`src/rtl/conv_pkg.sv`:
```
// Shared definitions for the convolution scheduler: default image geometry,
// FSM state encoding and a width helper.
package conv_pkg;

  localparam int DEF_IMAGE_WIDTH  = 128;
  localparam int DEF_IMAGE_HEIGHT = 128;
  localparam int DEF_FILTER_SIZE  = 3;

  typedef logic [2:0] state_t;

  localparam state_t ST_IDLE     = 3'd0;
  localparam state_t ST_LOAD     = 3'd1;
  localparam state_t ST_CONV     = 3'd2;
  localparam state_t ST_WRITE    = 3'd3;
  localparam state_t ST_SHIFT    = 3'd4;
  localparam state_t ST_NEXT_ROW = 3'd5;
  localparam state_t ST_DONE     = 3'd6;

  // Keeps degenerate sizes (n <= 1) at a legal one-bit width.
  function automatic int cnt_width(input int n);
    return (n > 1) ? $clog2(n) : 1;
  endfunction

endpackage

```
`src/rtl/conv_pos_counter.sv`:
```
// Output-pixel position tracker: row/column counters plus the linear write
// address, advanced incrementally so no multiplier is needed.
module conv_pos_counter
  import conv_pkg::*;
#(
  parameter int OUT = 126,
  parameter int CW  = cnt_width(OUT),
  parameter int AW  = cnt_width(OUT * OUT)
) (
  input  logic          clk,
  input  logic          rst,
  input  logic          clear,
  input  logic          col_inc,
  input  logic          row_inc,
  output logic [CW-1:0] row_count,
  output logic [CW-1:0] col_count,
  output logic [AW-1:0] wr_addr
);

  localparam logic [CW-1:0] LAST = CW'(OUT - 1);

  logic [CW-1:0] row_q, col_q;
  logic [AW-1:0] addr_q;

  // Moving to the next row from column OUT-1 lands on (row+1)*OUT, which is
  // exactly one past the previous address, so both moves add one.
  always_ff @(posedge clk or negedge rst) begin
    if (!rst) begin
      row_q  <= '0;
      col_q  <= '0;
      addr_q <= '0;
    end else if (clear) begin
      row_q  <= '0;
      col_q  <= '0;
      addr_q <= '0;
    end else if (row_inc && (row_q < LAST)) begin
      row_q  <= row_q + 1'b1;
      col_q  <= '0;
      addr_q <= addr_q + 1'b1;
    end else if (col_inc && (col_q < LAST)) begin
      col_q  <= col_q + 1'b1;
      addr_q <= addr_q + 1'b1;
    end
  end

  assign row_count = row_q;
  assign col_count = col_q;
  assign wr_addr   = addr_q;

endmodule

```
`src/rtl/conv_scheduler.sv`:
```
// Frame sequencer for a sliding-window convolution datapath: walks every
// output pixel through load / convolve / write / shift handshakes.
module conv_scheduler
  import conv_pkg::*;
#(
  parameter int IMAGE_WIDTH  = DEF_IMAGE_WIDTH,
  parameter int IMAGE_HEIGHT = DEF_IMAGE_HEIGHT,
  parameter int FILTER_SIZE  = DEF_FILTER_SIZE,
  parameter int OUT          = IMAGE_HEIGHT - FILTER_SIZE + 1,
  localparam int CW          = cnt_width(OUT),
  localparam int AW          = cnt_width(OUT * OUT)
) (
  input  logic          clk,
  input  logic          rst,
  input  logic          start,
  input  logic          abort,
  input  logic          loaded,
  input  logic          window_valid,
  input  logic          result_valid,
  output logic          load_en,
  output logic          shift_en,
  output logic          conv_en,
  output logic          wr_en,
  output logic [AW-1:0] wr_addr,
  output logic [CW-1:0] row_count,
  output logic [CW-1:0] col_count,
  output logic [2:0]    state,
  output logic          busy,
  output logic          done
);

  if (IMAGE_WIDTH != IMAGE_HEIGHT) begin : g_bad_dims
    $error("conv_scheduler supports square images only");
  end

  localparam logic [CW-1:0] LAST = CW'(OUT - 1);

  state_t state_q, state_d;
  logic   clear, col_inc, row_inc;

  always_comb begin
    state_d = state_q;
    clear   = 1'b0;
    col_inc = 1'b0;
    row_inc = 1'b0;
    if (abort && (state_q != ST_IDLE)) begin
      state_d = ST_IDLE;
      clear   = 1'b1;
    end else begin
      case (state_q)
        ST_IDLE: begin
          if (start && !abort) begin
            state_d = ST_LOAD;
            clear   = 1'b1;
          end
        end
        ST_LOAD:  if (loaded)       state_d = ST_CONV;
        ST_CONV:  if (result_valid) state_d = ST_WRITE;
        ST_WRITE: begin
          if (col_count < LAST)      state_d = ST_SHIFT;
          else if (row_count < LAST) state_d = ST_NEXT_ROW;
          else                       state_d = ST_DONE;
        end
        ST_SHIFT: begin
          if (window_valid) begin
            state_d = ST_CONV;
            col_inc = 1'b1;
          end
        end
        ST_NEXT_ROW: begin
          state_d = ST_LOAD;
          row_inc = 1'b1;
        end
        ST_DONE: state_d = ST_IDLE;
        default: state_d = ST_IDLE;
      endcase
    end
  end

  // Strobes are decoded from the next state so they line up with state_q.
  always_ff @(posedge clk or negedge rst) begin
    if (!rst) begin
      state_q  <= ST_IDLE;
      load_en  <= 1'b0;
      conv_en  <= 1'b0;
      wr_en    <= 1'b0;
      shift_en <= 1'b0;
      done     <= 1'b0;
      busy     <= 1'b0;
    end else begin
      state_q  <= state_d;
      load_en  <= (state_d == ST_LOAD);
      conv_en  <= (state_d == ST_CONV);
      wr_en    <= (state_d == ST_WRITE);
      shift_en <= (state_d == ST_SHIFT);
      done     <= (state_d == ST_DONE);
      busy     <= (state_d != ST_IDLE);
    end
  end

  assign state = state_q;

  conv_pos_counter #(
    .OUT (OUT),
    .CW  (CW),
    .AW  (AW)
  ) u_pos (
    .clk       (clk),
    .rst       (rst),
    .clear     (clear),
    .col_inc   (col_inc),
    .row_inc   (row_inc),
    .row_count (row_count),
    .col_count (col_count),
    .wr_addr   (wr_addr)
  );

endmodule
```
`config.mk`:
```
export PLATFORM = sky130hd
export DESIGN_NAME = conv_scheduler
export DESIGN_NICKNAME = d
export VERILOG_FILES = /design/src/rtl/conv_pkg.sv /design/src/rtl/conv_pos_counter.sv /design/src/rtl/conv_scheduler.sv
export SDC_FILE = /design/constraint.sdc
export NUM_CORES = 1
export LEC_CHECK = 0
export BUFFER_PORTS_ARGS = -buffer_cell sky130_fd_sc_hd__buf_4
export CAP_MARGIN = 25
export CORE_MARGIN = 4
export CORE_UTILIZATION = 45
export CTS_BUF_LIST = sky130_fd_sc_hd__clkbuf_4 sky130_fd_sc_hd__clkbuf_8 sky130_fd_sc_hd__clkbuf_16
export DETAILED_ROUTE_END_ITERATION = 8
export PLACE_DENSITY = 0.79
export SYNTH_ARGS = -nofsm -noshare
export SYNTH_HDL_FRONTEND = slang
export SYNTH_SLANG_ARGS = --single-unit
```
`constraint.sdc`:
```
create_clock -name clk -period 4.75 [get_ports clk]
set_clock_uncertainty 0.05 [all_clocks]
set_input_delay 0.2375 -clock clk [delete_from_list [all_inputs] [get_ports clk]]
set_output_delay 0.2375 -clock clk [all_outputs]
set_load 0.005 [all_outputs]
```
Word level (Yosys, flattened, before mapping)

Index checks and enable logic that the tools add are counted.

Flip-flop bits (word level): 37
Output and inout bits: 37
Word-level logic and storage cells: 59

$add $sub $neg: 3
Magnitude comparators: 2
Eq/ne operators: 10
Muxes and demuxes: 24
Reduce and logical (&&, ||, !) cells: 10

Operator list:

| cell                    | number |
|---|---|
| $mux W14                | 3 |
| $mux W7                 | 5 |
| $pmux W3 S6             | 1 |
| $mux W3                 | 5 |
| $add A14 B1 Y14 const B | 1 |
| $add A7 B1 Y7 const B   | 2 |
| $lt A7 B7 Y1 const B    | 2 |
| $eq A3 B2 Y1 const B    | 4 |
| $eq A3 B3 Y1 const B    | 4 |
| $reduce_bool A3 Y1      | 3 |
| $mux W1                 | 8 |
| $eq A3 B1 Y1 const B    | 2 |
| $logic_and A1 B1 Y1     | 4 |
| $mux W2                 | 2 |
| $logic_not A3 Y1        | 1 |
| $reduce_bool A2 Y1      | 1 |
| $logic_not A1 Y1        | 1 |

Depth between registers and ports, before layout

Word-level depth: 7
Mapped depth: 7
Gate-level depth less buffers: 5

Cells and area by module

A second synthesis with hierarchy kept.

Cell total of the unflattened synthesis: 214
Area total of the unflattened synthesis: 2,158.3 um2

By module, submodules not included:

| module           | instances | cells an instance | area each (um2) | sequential area each (um2) |
|---|---|---|---|---|
| conv_pos_counter | 1         | 162               | 1,615.3         | 700.7 |
| conv_scheduler   | 1         | 52                | 543.0           | 225.2 |

Worst setup path after synthesis

No wires, ideal clock.

Path kind: reg-to-reg
Start point: register state_q[1] (netlist: state[1])
End point: register u_pos.addr_q[3] (netlist: u_pos.wr_addr[3])
Setup time: 0.121 ns
Arrival time: 1.551 ns
Data required time: 4.579 ns
Path slack: 3.028 ns
Stages on the path, launching flop included: 7
Buffers on the path: 1
Period minus slack after synthesis: 1.722 ns
Cell sequence: dfrtp_1 -> buf_6 -> nor3_4 -> mux2_1 -> o311a_1 -> xnor2_1 -> nor2_1

Cells in the longest elaborated chain, start to end: 6
Elaborated cells on any way between the ends: 16

RTL lines:

| what                                               | line                                       | RTL |
|---|---|---|
| start: declaration                                 | conv_scheduler.sv:38                       | `state_t state_q, state_d;` |
| start signal: assignment                           | conv_scheduler.sv:91                       | `state_q <= state_d;` |
| $eq A3 B3 Y1 or $reduce_bool A3 Y1 (tied branches) | conv_scheduler.sv:50, conv_scheduler.sv:46 |  |
| $mux W1 or $logic_and A1 B1 Y1 (tied branches)     | conv_scheduler.sv:50, conv_scheduler.sv:46 |  |
| $mux W1                                            | conv_scheduler.sv:46                       | `if (abort && (state_q != ST_IDLE)) begin` |
| $logic_and A1 B1 Y1                                | conv_pos_counter.sv:36                     | `end else if (row_inc && (row_q < LAST)) begin` |
| $mux W14                                           | conv_pos_counter.sv:36                     |  |
| $mux W14                                           | conv_pos_counter.sv:32                     | `end else if (clear) begin` |
| end signal: assignment                             | conv_pos_counter.sv:39                     | `addr_q <= addr_q + 1'b1;` |
| end signal: assignment                             | conv_pos_counter.sv:42                     | `addr_q <= addr_q + 1'b1;` |
| end: declaration                                   | conv_pos_counter.sv:23                     | `logic [AW-1:0] addr_q;` |

Parallel ways exist; a longest one is shown, timed or not.
A chain may end at the register's enable or synchronous reset.

Worst setup path in the final report

Start point: register state_q[1] (netlist: state[1])
End point: register u_pos.addr_q[9] (netlist: u_pos.wr_addr[9])

Same word-level chain as after synthesis.

==> summary.txt <==
Power and ir drop
  – Pwr Density: 372 nW/um^2
  – Part of the power in registers: 41.7%
  – Static leakage: 1.12 nW
  – P_int: 643 uW
  – Share of total power in combinational logic: 22.9%
  – Worst IR Drop VDD: 171 uV
  – Clk pwr share: 35.3%
  – Switching share of power: 28.7%
  – Switching Power: ~260 uW

Worst setup path
  – Critical path buffer and inverter count: 0
  – Last element of the critical path: u_pos.wr_addr[9]$_DFFE_PN0P_
  – Startpoint Class: register
  – Reg-to-reg setup timing slack: roughly 2.4 ns
  – FF-to-FF Start: state[1]$_DFF_PN0_
  – Reg2reg path depth: 5
  – Critical-path top delay cell: sky130_fd_sc_hd__mux2i_1
  – Logic depth of the worst setup path including buffers: 5
  – Cells traversed along the worst timing path: nor3_4 > mux2i_1 > a311oi_1 > xnor2_1 > nor2_1
  – Crit path max-delay family: multiplexers
  – Crit path largest cell delay: 0.85 ns
  – CP Data Arrival Time: around 2.4 ns
  – Critical Path Source: state[1]$_DFF_PN0_
  – Crit Path Max Fanout: 12
  – Classification of the worst setup path: reg2reg
  – Data required time of the worst path: 4.84 ns
  – Destination of the worst register-to-register timing path: u_pos.wr_addr[9]$_DFFE_PN0P_
  – Endpoint kind of the worst setup timing path: register

Clock tree
  – Reg clk slew, reported paths: 0.07 ns
  – Level count of the clock H-tree: 2
  – Max Buffers Root-to-Sink: 2
  – TritonCTS sink count: 37
  – Insertion delay of the later-clocked pin in the worst-skew pair: 0.28 ns
  – Root buffer selected by CTS: sky130_fd_sc_hd__clkbuf_8
  – Number of buffers created by CTS: 5
  – Clock tree from TritonCTS: built
  – Post-CTS setup buffer count: 0

Placed design
  – Placed inst area: 2280 sq um
  – Dpl hpwl: 2.93 mm
  – Placer Congestion: 0.852
  – Placed Instances: 278
  – Count of buffers from port buffering: 43

Synthesis
  – Number of synthesized flops with an enable pin: 0
  – Share of synthesized area occupied by flip-flops and latches: 47.2%
  – Yosys warns: 0
  – FF+latch count, synth: 37
  – Cell area after synthesis: 1960 sq um
  – Syn nets: slightly above 200
  – Number of distinct library cell variants in the gate-level netlist after synthesis: 46
  – Gate count after technology mapping: 194
  – Fraction of registers with async set/reset: 100%
  – Average cell area after synthesis: 10.1 sq um
  – Dominant register cell in the synthesized netlist: sky130_fd_sc_hd__dfrtp_1

STA
  – Count of endpoints failing hold in the final timing report: 0
  – Relative slew slack: 31.2%
  – Final worst hold slack: 0.246 ns
  – Ratio of final minimum period to clock period: 49.0%
  – Max Freq: 430 MHz
  – Final Critical Period: 2.33 ns
  – Slew at the pin with the worst max-slew slack: 1.00 ns
  – Final setup violation count: 0
  – Summed negative setup slack over all endpoints: 0 ns
  – Number of max-slew violations in the final report: 0
  – Unrepaired setup endpoints after global routing: false

GRT
  – Congestion Overflow GR: 0
  – Wire length of the first global-routing pass: 7.21 mm
  – Via count of the first global-routing pass: 1558
  – GRT Resource Usage Total: approximately 17%
  – Antenna violations before repair: 0
  – Pin count of the biggest net entering global routing: 38

Die
  – Effective utilization at floorplan: 47.6%
  – Die X: roughly 74 microns
  – Total I/O pin count: 44
  – Area of the die: 5480 sq um
  – Core outline area: 4120 sq um
  – Die Height: 74.0 microns
  – Cell row count: 23

Drt
  – Average vias per placed instance: 5.54
  – Number of routed nets with antenna violations: 0
  – DR DRC count: 0
  – Routed length per placed instance: 14.5 microns
  – Total detailed-routing wirelength: 4.15 mm
  – Via count: 1589
  – Initial DRT Pass Iterations: 4
  – Initial DRC Count: between 90 and 100

Hold path
  – Class of the worst hold path: in2reg

Finish
  – Total area of sequential cells: 926 sq um
  – Number of fillers in the final layout: 362
  – Layout Area Growth over Synthesis: 23.7%
  – Final-stage net count: 246
  – Cell area after layout: about 2400 sq um
  – Filler-free cell count of the finished design: 287
  – Final Util: 58.9%
  – Total inserted antenna cells: 0
  – Total area of multi-input combinational cells: 951 sq um
  – Proportion of layout cells with a drive suffix above 1: 26.6%

Job
  – Number of violations of the max-capacitance limit: 0

Run status
  – Status: finished clean
[power groups by stage]
stage	Clock, mW	Combinational, mW	Sequential, mW
after global placement	0	0.200	0.380
after CTS	0.326	0.208	0.375
after detailed placement	0	0.206	0.382
final	0.318	0.207	0.376
after global routing	0.340	0.231	0.380
after floorplan	0	0.163	0.366
[worst register-to-register path: cells and delay by family, from the launching register on]
family,cells,cell delay [ns]
muxes,1,0.85
xor gates and xnor gates,1,0.21
DFF,1,0.51
AOI/OAI and AO/OA,1,0.26
and+or+nand+nor,2,0.29
[cell families (layout without fill, tap and decap cells)]
group | count (synthesis) | after routing | share of synthesized area (%)
flip-flops | 37 | 37 | 47.2
XOR/XNOR | 24 | 24 | 10.7
AO/OA/AOI/OAI | 31 | 31 | 11.0
adder cells (fa/ha/maj) | 3 | 3 | 1.91
buffers and inverters | 14 | 57 | 4.28
AND/OR/NAND/NOR | 81 | 81 | 22.7
multiplexers | 4 | 4 | 2.17
[layer usage]
layer  GRT usage, %  vias to the layer above  wire length [microns]
met5              0                        -                      0
met4           5.23                        0                     57
met3           4.32                        6                    247
met2           27.8                       44                   1950
met1           22.4                      776                   1890
li1               -                      763                      -
[how the worst min path moves through the flow]
stage	start	end	slack (ns)	cells past startpoint
after floorplan	rst	busy$_DFF_PN0_	-0.11	0
after detailed placement	rst	done$_DFF_PN0_	0.18	1
after CTS	abort	shift_en$_DFF_PN0_	0.24	3
after global routing	abort	shift_en$_DFF_PN0_	0.25	3
after global placement	rst	done$_DFF_PN0_	0.17	1
final	abort	shift_en$_DFF_PN0_	0.25	3
[cell type report]
type                    instances  area share [%]
clock buffers                   5            2.84
well taps                      50            2.58
inverters                       5           0.774
clock inverters                 3            2.68
repair buffers                 44            13.7
multi-input cells             143            39.2
flip-flops and latches         37            38.2
[metrics by stage]
| step | power, mW | worst slack, ns |
|---|---|---|
| after detailed placement | 0.587 | 2.50 |
| final | 0.901 | 2.42 |
| after floorplan | 0.529 | 3.03 |
| after CTS | 0.909 | 2.47 |
| after global routing | 0.952 | 2.18 |
| after global placement | 0.581 | 2.56 |
[cell usage in the layout (no fill, tap or decap), drive strengths merged]
cell type    instances
a311oi               3
a21oi                6
nand3                6
o211ai               1
xnor2               19
inv                  5
a22oi                1
clkbuf               5
nand3b               1
dlygate4sd3          1
nor2                32
nand2               12
buf                 43
o21a                 3
and4bb               3
o311a                1
xor2                 5
or3                  2
nand2b               2
nor2b                1
mux2i                2
o21ai                6
nor4b                1
a22o                 1
and2                 1
dfrtp               37
and3                 2
a31oi                8
or2                  3
nor3                 4
ha                   3
clkinv               1
nand4                9
bufinv               2
and4                 2
mux2                 2
o31a                 1
[registers in the layout, summed over array words and instances, names as in the netlist]
signal	cells
busy	1
conv_en	1
done	1
load_en	1
shift_en	1
state	3
u_pos.col_count	7
u_pos.row_count	7
u_pos.wr_addr	14
wr_en	1
[cell usage after synthesis, drive strengths merged, types with 2 or more instances]
cell / number / area share, %
or2: 3 / 0.96
buf: 8 / 3.1
a311oi: 3 / 1.7
inv: 5 / 0.96
mux2: 2 / 1.1
mux2i: 2 / 1.0
o21ai: 6 / 1.9
xnor2: 19 / 8.5
a31oi: 8 / 2.6
nor2: 32 / 6.1
and4bb: 3 / 1.9
nand4: 9 / 3.2
or3: 2 / 0.64
and4: 2 / 0.89
nand3: 6 / 1.5
nand2b: 2 / 0.64
nor3: 4 / 2.1
nand2: 12 / 2.3
dfrtp: 37 / 47
and3: 2 / 0.64
a21oi: 6 / 1.5
xor2: 5 / 2.2
ha: 3 / 1.9
o21a: 3 / 1.1
[repair_timing]
item / CTS / global route
hold buffers: 1 / 0
gates resized for setup: 0 / 0
endpoints found under the hold margin: 37 / 0
Power figures use the tool's default switching activity.
